$ cat config.mk
export PLATFORM = sky130hd
export DESIGN_NAME = isi_lane_pattern_gen_flat
export DESIGN_NICKNAME = d
export VERILOG_FILES = /design/src/rtl/isi_lane_pattern_gen_pkg.sv /design/src/rtl/isi_lane_pattern_gen_if.sv /design/src/rtl/isi_lfsr_lane.sv /design/src/rtl/isi_lane_pattern_gen.sv /design/src/flat_wrapper.sv
export SDC_FILE = /design/constraint.sdc
export NUM_CORES = 1
export LEC_CHECK = 0
export ABC_AREA = 1
export BUFFER_PORTS_ARGS = -buffer_cell sky130_fd_sc_hd__buf_2
export CORE_MARGIN = 2
export CORE_UTILIZATION = 46
export DETAILED_ROUTE_END_ITERATION = 16
export PLACE_DENSITY = 0.7
export SLEW_MARGIN = 20
export SYNTH_ARGS = -nofsm -noshare
export SYNTH_HDL_FRONTEND = slang
export SYNTH_SLANG_ARGS = --single-unit
$ cat constraint.sdc
create_clock -name clock -period 2 [get_ports clock]
set_clock_uncertainty 0.1 [all_clocks]
set_input_delay 0.2 -clock clock [delete_from_list [all_inputs] [get_ports clock]]
set_output_delay 0.2 -clock clock [all_outputs]
set_load 0.02 [all_outputs]
$ cat src/rtl/isi_lane_pattern_gen_pkg.sv
// isi_pkg: shared FSM type, default taps and the skew clamp helper
// for the multi-lane ISI pattern generator.
package isi_pkg;

   typedef enum logic [1:0] {
      ST_IDLE  = 2'd0,
      ST_PRIME = 2'd1,
      ST_RUN   = 2'd2
   } isi_state_e;

   // PRBS7 = x^7 + x^6 + 1
   localparam logic [6:0] PRBS7_TAPS = 7'b110_0000;

   function automatic int clamp_dly(input int dly, input int max_dly);
      return (dly > max_dly) ? max_dly : dly;
   endfunction

endpackage

$ cat src/rtl/isi_lane_pattern_gen_if.sv
// Configuration handshake bundle: per-lane seed, taps, skew and
// inversion offered with a valid/ready pair.
interface isi_lane_pattern_gen_if #(
   parameter int LANES  = 5,
   parameter int LFSR_W = 7,
   parameter int DLY_W  = 3
);
   logic                    cfg_valid;
   logic                    cfg_ready;
   logic [LANES*LFSR_W-1:0] cfg_seed;
   logic [LANES*LFSR_W-1:0] cfg_taps;
   logic [LANES*DLY_W-1:0]  cfg_delay;
   logic [LANES-1:0]        cfg_invert;

   modport master (
      output cfg_valid, cfg_seed, cfg_taps,
      output cfg_delay, cfg_invert,
      input  cfg_ready
   );

   modport slave (
      input  cfg_valid, cfg_seed, cfg_taps,
      input  cfg_delay, cfg_invert,
      output cfg_ready
   );
endinterface

$ cat src/rtl/isi_lfsr_lane.sv
// One pattern lane: Fibonacci LFSR, skew delay line and output
// inversion. The output bit is combinational; the top registers it.
module isi_lfsr_lane #(
   parameter int LFSR_W  = 7,
   parameter int MAX_DLY = 4,
   parameter int DLY_W   = 3
) (
   input  logic              clock,
   input  logic              reset,
   input  logic              load,
   input  logic              step,
   input  logic [LFSR_W-1:0] seed,
   input  logic [LFSR_W-1:0] taps,
   input  logic [DLY_W-1:0]  dly,
   input  logic              inv,
   output logic [LFSR_W-1:0] state,
   output logic              bit_out
);

   logic [LFSR_W-1:0] lfsr_q, lfsr_d;
   logic [MAX_DLY:1]  line_q, line_d;
   logic [MAX_DLY:0]  tapv;
   logic              sel;

   // tapv[0] is the live lane bit, tapv[j] the bit from j steps ago
   assign tapv  = {line_q, lfsr_q[LFSR_W-1]};
   assign state = lfsr_q;

   always_comb begin
      lfsr_d = lfsr_q;
      line_d = line_q;
      if (load) begin
         lfsr_d = seed;
         line_d = '0;
      end else if (step) begin
         lfsr_d = {lfsr_q[LFSR_W-2:0], ^(lfsr_q & taps)};
         line_d = tapv[MAX_DLY-1:0];
      end
   end

   always_comb begin
      sel = tapv[0];
      for (int j = 1; j <= MAX_DLY; j++) begin
         if (dly == DLY_W'(j)) sel = tapv[j];
      end
   end

   assign bit_out = sel ^ inv;

   always_ff @(posedge clock) begin
      if (reset) begin
         lfsr_q <= '0;
         line_q <= '0;
      end else begin
         lfsr_q <= lfsr_d;
         line_q <= line_d;
      end
   end

endmodule

$ cat src/rtl/isi_lane_pattern_gen.sv
// Multi-lane PRBS source: FSM, config handshake, run counter and
// lane-0 wrap detect around LANES independent LFSR lanes.
module isi_lane_pattern_gen
   import isi_pkg::*;
#(
   parameter int LANES   = 5,
   parameter int LFSR_W  = 7,
   parameter int MAX_DLY = 4,
   parameter int DLY_W   = 3,
   parameter int CNT_W   = 16
) (
   input  logic                    clock,
   input  logic                    reset,
   input  logic                    enable,
   isi_lane_pattern_gen_if.slave   cfg,
   output logic [LANES-1:0]        lout,
   output logic                    lout_valid,
   output logic [LANES*LFSR_W-1:0] lfsr_state,
   output logic [CNT_W-1:0]        run_count,
   output logic                    wrap0,
   output logic                    seed_fixed
);

   localparam int PW = (MAX_DLY > 1) ? $clog2(MAX_DLY + 1) : 1;

   isi_state_e state_q, state_d;
   logic [PW-1:0]           prime_q, prime_d;
   logic [CNT_W-1:0]        run_q, run_d;
   logic [LANES-1:0]        lout_q, lout_d;
   logic                    lv_q, lv_d;
   logic                    wrap_q, wrap_d;
   logic                    fixed_q, fixed_d;
   logic [LFSR_W-1:0]       seed0_q, seed0_d;
   logic [LANES*LFSR_W-1:0] taps_q, taps_d;
   logic [LANES*DLY_W-1:0]  dly_q, dly_d;
   logic [LANES-1:0]        inv_q, inv_d;

   logic                    ready, xfer, step, any_zero;
   logic [LANES*LFSR_W-1:0] seed_fx;
   logic [LANES*DLY_W-1:0]  dly_cl;
   logic [LANES-1:0]        lane_out;
   logic [LFSR_W-1:0]       nxt0;

   assign ready         = (state_q != ST_PRIME);
   assign cfg.cfg_ready = ready;
   assign xfer          = cfg.cfg_valid && ready;
   assign step          = enable && !xfer && (state_q != ST_IDLE);

   // zero seeds would lock the LFSR, so they load as 1
   always_comb begin
      seed_fx  = cfg.cfg_seed;
      dly_cl   = '0;
      any_zero = 1'b0;
      for (int i = 0; i < LANES; i++) begin
         if (cfg.cfg_seed[i*LFSR_W +: LFSR_W] == '0) begin
            seed_fx[i*LFSR_W +: LFSR_W] = LFSR_W'(1);
            any_zero = 1'b1;
         end
         dly_cl[i*DLY_W +: DLY_W] = DLY_W'(clamp_dly(
            int'(cfg.cfg_delay[i*DLY_W +: DLY_W]), MAX_DLY));
      end
   end

   for (genvar i = 0; i < LANES; i++) begin : g_lane
      isi_lfsr_lane #(
         .LFSR_W  (LFSR_W),
         .MAX_DLY (MAX_DLY),
         .DLY_W   (DLY_W)
      ) u_lane (
         .clock   (clock),
         .reset   (reset),
         .load    (xfer),
         .step    (step),
         .seed    (seed_fx[i*LFSR_W +: LFSR_W]),
         .taps    (taps_q[i*LFSR_W +: LFSR_W]),
         .dly     (dly_q[i*DLY_W +: DLY_W]),
         .inv     (inv_q[i]),
         .state   (lfsr_state[i*LFSR_W +: LFSR_W]),
         .bit_out (lane_out[i])
      );
   end

   assign nxt0 = {lfsr_state[LFSR_W-2:0],
                  ^(lfsr_state[LFSR_W-1:0] & taps_q[LFSR_W-1:0])};

   always_comb begin
      state_d = state_q;
      prime_d = prime_q;
      unique case (state_q)
         ST_IDLE: ;
         ST_PRIME: begin
            if (enable) begin
               prime_d = prime_q + 1'b1;
               if (prime_q == PW'(MAX_DLY - 1)) state_d = ST_RUN;
            end
         end
         ST_RUN: ;
         default: state_d = ST_IDLE;
      endcase
      if (xfer) begin
         state_d = ST_PRIME;
         prime_d = '0;
      end
   end

   always_comb begin
      lout_d  = lout_q;
      lv_d    = lv_q;
      run_d   = run_q;
      wrap_d  = 1'b0;
      fixed_d = fixed_q;
      seed0_d = seed0_q;
      taps_d  = taps_q;
      dly_d   = dly_q;
      inv_d   = inv_q;
      if (xfer) begin
         lout_d  = '0;
         lv_d    = 1'b0;
         run_d   = '0;
         fixed_d = any_zero;
         seed0_d = seed_fx[LFSR_W-1:0];
         taps_d  = cfg.cfg_taps;
         dly_d   = dly_cl;
         inv_d   = cfg.cfg_invert;
      end else if (enable) begin
         lout_d = (state_q == ST_RUN) ? lane_out : '0;
         lv_d   = (state_q == ST_RUN);
         if (state_q == ST_RUN) begin
            run_d  = run_q + 1'b1;
            wrap_d = (nxt0 == seed0_q);
         end
      end
   end

   always_ff @(posedge clock) begin
      if (reset) begin
         state_q <= ST_IDLE;
         prime_q <= '0;
         run_q   <= '0;
         lout_q  <= '0;
         lv_q    <= 1'b0;
         wrap_q  <= 1'b0;
         fixed_q <= 1'b0;
         seed0_q <= '0;
         taps_q  <= '0;
         dly_q   <= '0;
         inv_q   <= '0;
      end else begin
         state_q <= state_d;
         prime_q <= prime_d;
         run_q   <= run_d;
         lout_q  <= lout_d;
         lv_q    <= lv_d;
         wrap_q  <= wrap_d;
         fixed_q <= fixed_d;
         seed0_q <= seed0_d;
         taps_q  <= taps_d;
         dly_q   <= dly_d;
         inv_q   <= inv_d;
      end
   end

   assign lout       = lout_q;
   assign lout_valid = lv_q;
   assign run_count  = run_q;
   assign wrap0      = wrap_q;
   assign seed_fixed = fixed_q;

endmodule

$ cat src/flat_wrapper.sv
// flat-port wrapper written by rule: the top's interface ports become plain ports
module isi_lane_pattern_gen_flat import isi_pkg::*;
#(
   parameter int LANES   = 5,
   parameter int LFSR_W  = 7,
   parameter int MAX_DLY = 4,
   parameter int DLY_W   = 3,
   parameter int CNT_W   = 16
)
  (clock, reset, enable, lout, lout_valid, lfsr_state, run_count, wrap0, seed_fixed, cfg_cfg_valid, cfg_cfg_seed, cfg_cfg_taps, cfg_cfg_delay, cfg_cfg_invert, cfg_cfg_ready);
  isi_lane_pattern_gen_if #(.LANES(LANES), .LFSR_W(LFSR_W), .DLY_W(DLY_W)) cfg_i ();
  input  logic clock;
  input  logic reset;
  input  logic enable;
  output logic [LANES-1:0] lout;
  output logic lout_valid;
  output logic [LANES*LFSR_W-1:0] lfsr_state;
  output logic [CNT_W-1:0] run_count;
  output logic wrap0;
  output logic seed_fixed;
  input wire logic [$bits(cfg_i.cfg_valid)-1:0] cfg_cfg_valid;
  input wire logic [$bits(cfg_i.cfg_seed)-1:0] cfg_cfg_seed;
  input wire logic [$bits(cfg_i.cfg_taps)-1:0] cfg_cfg_taps;
  input wire logic [$bits(cfg_i.cfg_delay)-1:0] cfg_cfg_delay;
  input wire logic [$bits(cfg_i.cfg_invert)-1:0] cfg_cfg_invert;
  output wire logic [$bits(cfg_i.cfg_ready)-1:0] cfg_cfg_ready;
  assign cfg_i.cfg_valid = cfg_cfg_valid;
  assign cfg_i.cfg_seed = cfg_cfg_seed;
  assign cfg_i.cfg_taps = cfg_cfg_taps;
  assign cfg_i.cfg_delay = cfg_cfg_delay;
  assign cfg_i.cfg_invert = cfg_cfg_invert;
  assign cfg_cfg_ready = cfg_i.cfg_ready;
  isi_lane_pattern_gen #(.LANES(LANES), .LFSR_W(LFSR_W), .MAX_DLY(MAX_DLY), .DLY_W(DLY_W), .CNT_W(CNT_W)) u_core (.clock(clock), .reset(reset), .enable(enable), .cfg(cfg_i), .lout(lout), .lout_valid(lout_valid), .lfsr_state(lfsr_state), .run_count(run_count), .wrap0(wrap0), .seed_fixed(seed_fixed));
endmodule
==> metrics.csv, run 1 <==
metric,value,unit
Critical Setup Path Class,register to register,
initial antenna violation count,0,
GRT Total Usage,24.1,%
met3 usage,4.64,%
fmax,0.534,GHz
top-level I/O count,154,
Area growth syn-to-layout,32.5,%
Max-cap violations,0,
worst-margin pin slew,442,ps
worst path required time,2240,ps
final period utilization,93.6,%
nets@finish,1248,
post-CTS setup buffer count,0,
"FFs w/ async S/R, synth",0,%
Final Slew Violations,0,
Tmin final,1870,ps
I/O Buffers,153,
reg2reg start,u_core.state_q[1],
Num CTS Buffers,17,
total power,7600,uW
R2R depth,8,
top cell type's share of synthesized area,43.6,%
PwrDens,855,mW/mm2
clk root buf,clkbuf_16,
routing usage on met1,30.4,%
1st-pass router iterations,5,
ranking of synthesized cells by area,"dfxtp_1 (44%), nand2_1 (12%), o21ai_0 (6.6%), nor2_1 (6.1%), inv_1 (5.7%)",
initial core utilization,46.7,%
Storage cell area,0.00292,mm2
CTS tree,yes,
VDD IR max,646,uV
number of clock sinks,146,
DRT iter0 DRCs,422,
"Net Count, Synth",1036,
worst hold endpoint,u_core.g_lane[1].u_lane.state[3],
gr busiest metal,met2,
DR vias/cell,5.18,
Post-Route WL,18500,um
Gate Count Post-Synth,939,
Clock transition at path regs,60,ps
Worst Path Arrival,2120,ps
buffer levels on the longest clock path,2,
status,completed,
R2R Setup Slk,130,ps
R2R Path End,u_core.dly_q[3],
die area,0.0156,mm2
"area leader, netlist",dfxtp_1,
Syn Std Cell Area,0.00670,mm2
drt wl/cell,13.8,um
height of the die,125,um
Fin. Hold Viols,0,
DPL Wire Length,12700,um
sequential cell area fraction in the yosys report,43.6,%
DIE WIDTH,125,um
# DRC,0,
GRT met2 Usage,40.6,%
Clock Latency Late Sink,420,ps
Rel. slew slack,70.3,%
ys flop type,dfxtp_1,
worst hold path cell count,3,
"EDFF count, synth",0,
count of final setup violators,0,
multi-input logic area,0.00317,mm2
first-pass GRT wire length,30700,um
number of routed nets with antenna violations,0,
Seq cells post-synth,146,
"Max FO, Critical Path",14,
Setup crit end kind,register,
FILL cells,1305,
core box area,0.0144,mm2
"Distinct cells, synth",36,
Tightest Hold Check Type,input port to register,
type of origin of the critical path,register,
HP Start,cfg_cfg_seed[10],
gp weighted congestion,0.884,
layout cells sized above 1,19.3,%
# H-tree levels,4,
row count,44,
Setup TNS,0,ps
vias in the first global route,6546,
pin count of the biggest net entering global routing,41,
via count,6971,
Mean Syn Cell Area,7.14,um2
antenna cells,0,
Ys Warns,0,
leakage,0.00402,uW
grt ovf,0,
layout make-up:
| cell class | instances | share of cell area (%) |
|---|---|---|
| clock buffers | 26 | 5.51 |
| inverters | 110 | 4.65 |
| well taps | 184 | 2.59 |
| multi-input cells | 643 | 35.7 |
| repair buffers | 233 | 17.5 |
| clock inverters | 5 | 1.13 |
| flip-flops and latches | 146 | 32.9 |
sequential cells by signal, summed over array words and instances, names as in the netlist, 5 cells and up:
name / flops
u_core.inv_q: 5
u_core.g_lane.u_lane.state: 35
u_core.taps_q: 35
u_core.lout: 5
u_core.dly_q: 15
u_core.run_count: 16
u_core.seed0_q: 7
u_core.g_lane.u_lane.line_q: 20
critical path, stage by stage (launching register included):
cell	delay (ps)
dfxtp_2	360
inv_2	60
nand2_4	80
nand2_4	130
buf_4	220
nor2_2	140
nand3_1	80
dlygate4sd3_1	560
o21ai_0	60
worst max-delay path by stage:
stage                        startpoint                   end  slack [ps]  cells after the start
global route          u_core.state_q[1]       u_core.dly_q[1]          -2                      8
global placement      u_core.state_q[1]      u_core.dly_q[13]         340                      8
CTS                   u_core.state_q[1]       u_core.dly_q[0]          30                      8
detailed placement    u_core.state_q[1]       u_core.dly_q[4]         270                      8
floorplan           u_core.run_count[0]  u_core.run_count[14]         420                     10
finish                u_core.state_q[1]       u_core.dly_q[3]         130                      8
synth_stat cells, types with 2 or more instances:
| master | n |
|---|---|
| xnor2_1 | 11 |
| xor2_1 | 13 |
| nor3_1 | 13 |
| a221oi_1 | 2 |
| dfxtp_1 | 146 |
| buf_6 | 4 |
| o22ai_1 | 6 |
| inv_2 | 7 |
| inv_1 | 102 |
| clkbuf_1 | 18 |
| nand2_2 | 4 |
| nand3b_1 | 2 |
| a21oi_1 | 74 |
| o221ai_1 | 25 |
| o21a_1 | 2 |
| nor4_1 | 3 |
| a211oi_2 | 4 |
| ha_1 | 3 |
| nor2_2 | 6 |
| buf_2 | 17 |
| or2_2 | 2 |
| nand2_1 | 208 |
| nand4_1 | 5 |
| nand3_1 | 45 |
| o21ai_0 | 88 |
| o21ai_1 | 2 |
| a211oi_1 | 10 |
| nor2_1 | 109 |
cells by family (layout without fill, tap and decap cells):
kind of cell    Yosys count  after routing  share of synthesized area, %
fa+ha+maj                 3              3                         0.560
compound gates          215            215                          18.6
simple gates            401            401                          24.9
xor+xnor                 24             24                          3.14
flops                   146            146                          43.6
buf+inv                 150            374                          9.22
per-layer routing:
| layer | wire [um] | vias to the layer above |
|---|---|---|
| met2 | 8900 | 231 |
| met1 | 8120 | 3208 |
| met3 | 1120 | 32 |
| li1 | - | 3500 |
| met4 | 390 | 0 |
| met5 | 0 | - |
where the power goes:
group	switching (uW)	internal, uW	total [uW]
clock network	1170	2050	3220
registers	157	3100	3250
logic	666	460	1130
total	1990	5610	7600
stage by stage:
stage	cells	setup WS, ps	hold slack, ps	area, um2	util [%]
5_1_grt	1347	-2.20	18.9	8890	61.8
2_1_floorplan	939	418	173	6700	-
3_3_place_gp	1254	339	348	7670	53.4
3_5_place_dp	1254	274	352	7670	53.4
4_1_cts	1347	32.3	3.27	8880	61.8
6_report	1347	128	15.3	8890	61.8
placed cells by master (no fill, tap or decap), types with 3 or more instances in the layout:
| cell | synthesis | layout |
|---|---|---|
| inv_1 | 102 | 101 |
| nand2_1 | 208 | 208 |
| buf_4 | 1 | 15 |
| nand3_1 | 45 | 45 |
| dfxtp_1 | 146 | 145 |
| nand4_1 | 5 | 5 |
| dlygate4sd3_1 | 0 | 62 |
| a211oi_1 | 10 | 10 |
| clkbuf_8 | 0 | 3 |
| a211oi_2 | 4 | 4 |
| clkbuf_16 | 0 | 17 |
| xor2_1 | 13 | 13 |
| o21ai_0 | 88 | 88 |
| buf_12 | 0 | 3 |
| nor4_1 | 3 | 3 |
| buf_2 | 17 | 153 |
| nand2_2 | 4 | 3 |
| bufinv_16 | 0 | 3 |
| clkbuf_1 | 18 | 6 |
| o221ai_1 | 25 | 25 |
| nor2_1 | 109 | 108 |
| o22ai_1 | 6 | 6 |
| ha_1 | 3 | 3 |
| inv_2 | 7 | 8 |
| a21oi_1 | 74 | 74 |
| nor2_2 | 6 | 7 |
| xnor2_1 | 11 | 11 |
| nor3_1 | 13 | 13 |
what timing repair did:
item / in CTS / in global routing
setup endpoints to repair: 0 / 3
hold buffers: 62 / 0
hold endpoints to repair: 59 / 0
resized for setup: 0 / 2
Power figures use the tool's default switching activity.
==> run 2, diff against run 1 <==
--- a/config.mk
+++ b/config.mk
@@ -10,7 +10,8 @@
 export CORE_MARGIN = 2
 export CORE_UTILIZATION = 46
 export DETAILED_ROUTE_END_ITERATION = 16
-export PLACE_DENSITY = 0.7
+export PLACE_DENSITY = 0.79
+export RECOVER_POWER = 25
 export SLEW_MARGIN = 20
 export SYNTH_ARGS = -nofsm -noshare
 export SYNTH_HDL_FRONTEND = slang
==> metrics.csv, run 2 (synthesis gave the netlist of run 1 again) <==
metric,value,unit,change
pin count of the biggest net entering global routing,73,,was 41
row count,44,,unchanged
Clock transition at path regs,60,ps,about the same
clk root buf,clkbuf_16,,unchanged
initial antenna violation count,0,,unchanged
R2R depth,8,,unchanged
worst-margin pin slew,471,ps,was 442 ps
Tightest Hold Check Type,input port to register,,unchanged
Setup crit end kind,register,,unchanged
FILL cells,1283,,"was 1,305"
max layer used,met4,,unchanged
top-level I/O count,154,,unchanged
DPL Wire Length,12300,um,"was 12,700 um"
leakage,0.00381,uW,was 0.00402 uW
Clock Latency Late Sink,420,ps,about the same
CTS tree,yes,,unchanged
GRT Total Usage,23.6,%,was 24.1%
Worst Path Arrival,1970,ps,was 2120 ps
"Max FO, Critical Path",26,,was 14
layout cells sized above 1,15.0,%,was 19.3%
vias in the first global route,6433,,"was 6,546"
PwrDens,858,mW/mm2,was 855 mW/mm2
total power,7560,uW,was 7600 uW
VDD IR max,704,uV,was 646 uV
I/O Buffers,153,,unchanged
number of clock sinks,146,,unchanged
1st-pass router iterations,5,,unchanged
grt ovf,0,,unchanged
via count,6868,,"was 6,971"
first-pass GRT wire length,30100,um,"was 30,700 um"
# H-tree levels,4,,unchanged
Rel. slew slack,68.6,%,was 70.3%
type of origin of the critical path,register,,unchanged
multi-input logic area,0.00317,mm2,about the same
met3 wire len,1200,um,was 1120 um
initial core utilization,46.7,%,unchanged
DR vias/cell,5.12,,was 5.18
unrepaired setup endpoints after global routing,no,,
HP Start,cfg_cfg_delay[5],,was cfg_cfg_seed[10]
Max-cap violations,0,,unchanged
Num CTS Buffers,17,,unchanged
R2R Setup Slk,280,ps,was 130 ps
gp weighted congestion,0.855,,was 0.884
fmax,0.581,GHz,was 0.534 GHz
DP Area,0.00768,mm2,was 0.00767 mm2
# DRC,0,,unchanged
most frequent cells in the layout,"nand2_1 (208), dfxtp_1 (146), nor2_1 (109)",,"was nand2_1 (208), buf_2 (153), dfxtp_1 (145)"
"commonest non-fill, non-tap cell in the layout",nand2_1,,unchanged
antenna cells,0,,unchanged
Post-Route WL,18100,um,"was 18,500 um"
Final Slew Violations,0,,unchanged
Setup TNS,0,ps,unchanged
worst hold endpoint,u_core.dly_q[5],,was u_core.g_lane[1].u_lane.state[3]
Tmin final,1720,ps,was 1870 ps
Critical Setup Path Class,register to register,,unchanged
buffer levels on the longest clock path,2,,unchanged
Fin. Hold Viols,0,,unchanged
fin cells,1341,,"was 1,347"
height of the die,125,um,unchanged
drt wl/cell,13.5,um,was 13.8 um
Placed Cells incl. Taps,1250,,"was 1,254"
DRT iter0 DRCs,484,,was 422
worst hold path cell count,3,,unchanged
worst path required time,2240,ps,about the same
final period utilization,86.1,%,was 93.6%
Area growth syn-to-layout,31.4,%,was 32.5%
status,completed,,unchanged
fin area,0.00881,mm2,was 0.00889 mm2
Detail Route met2 WL,8350,um,was 8900 um
wl on met1,8300,um,was 8120 um
DIE WIDTH,125,um,unchanged
count of final setup violators,0,,unchanged
core box area,0.0144,mm2,unchanged
die area,0.0156,mm2,unchanged
number of routed nets with antenna violations,0,,unchanged
R2R Path End,u_core.g_lane[0].u_lane.line_q[1],,was u_core.dly_q[3]
Storage cell area,0.00292,mm2,about the same
nets@finish,1241,,"was 1,248"
reg2reg start,u_core.state_q[1],,unchanged
[run 2: changes by cell type in the layout (fill, tap and decap cells not counted), sizes merged]
cell         delta
clkinv          +3
clkbuf         +49
buf            -55
dlygate4sd3     -3
clkinvlp        +1
bufinv          -1
[run 2: cell type report]
cell class	count	area share (%)
clock buffers	24	5.70
clock inverters	8	1.14
inverters	110	4.69
multi-input cells	643	36.0
flip-flops and latches	146	33.2
well taps	184	2.61
repair buffers	226	16.7
[run 2: critical path, cell delays in order (launching register included)]
cell	delay, ps
dfxtp_1	350
inv_2	90
nand2_4	70
nand2_4	260
inv_2	100
nor2_2	120
buf_4	280
o21ai_0	150
a21oi_1	130
[run 2: how the worst max path moves through the flow]
stage                        start                           endpoint  slack (ps)  cells past startpoint
6_report         u_core.state_q[1]  u_core.g_lane[0].u_lane.line_q[1]         280                      8
3_5_place_dp     u_core.state_q[1]  u_core.g_lane[0].u_lane.line_q[4]         310                      8
4_1_cts          u_core.state_q[1]  u_core.g_lane[1].u_lane.line_q[2]         300                      8
2_1_floorplan  u_core.run_count[0]               u_core.run_count[14]         420                     10
5_1_grt          u_core.state_q[1]  u_core.g_lane[0].u_lane.line_q[1]          70                      8
3_3_place_gp     u_core.state_q[1]   u_core.g_lane[3].u_lane.state[5]         360                      7
[run 2: layer usage]
metal	up-vias	track usage (%)
met4	0	7.93
met2	237	38.5
met3	20	5.63
met5	-	0
met1	3111	30.6
li1	3500	-
[run 2: metrics by stage]
stage | hold WS, ps | setup WS (ps) | util (%)
finish | 19.2 | 277 | 61.3
global route | 12.5 | 67.0 | 61.3
CTS | 2.89 | 302 | 61.7
detailed placement | 340 | 312 | 53.4
global placement | 342 | 358 | 53.4
floorplan | 173 | 418 | -
[run 2: where the power goes]
group	internal, uW	switching, uW	total [uW]
clock	2000	1190	3200
sequential	3100	154	3250
combinational	449	666	1110
[run 2: timing repair]
item | in CTS | in global routing
hold buffers | 59 | 0
setup buffers | 0 | 0
resized for setup | 0 | 0
endpoints found under the hold margin | 59 | 0
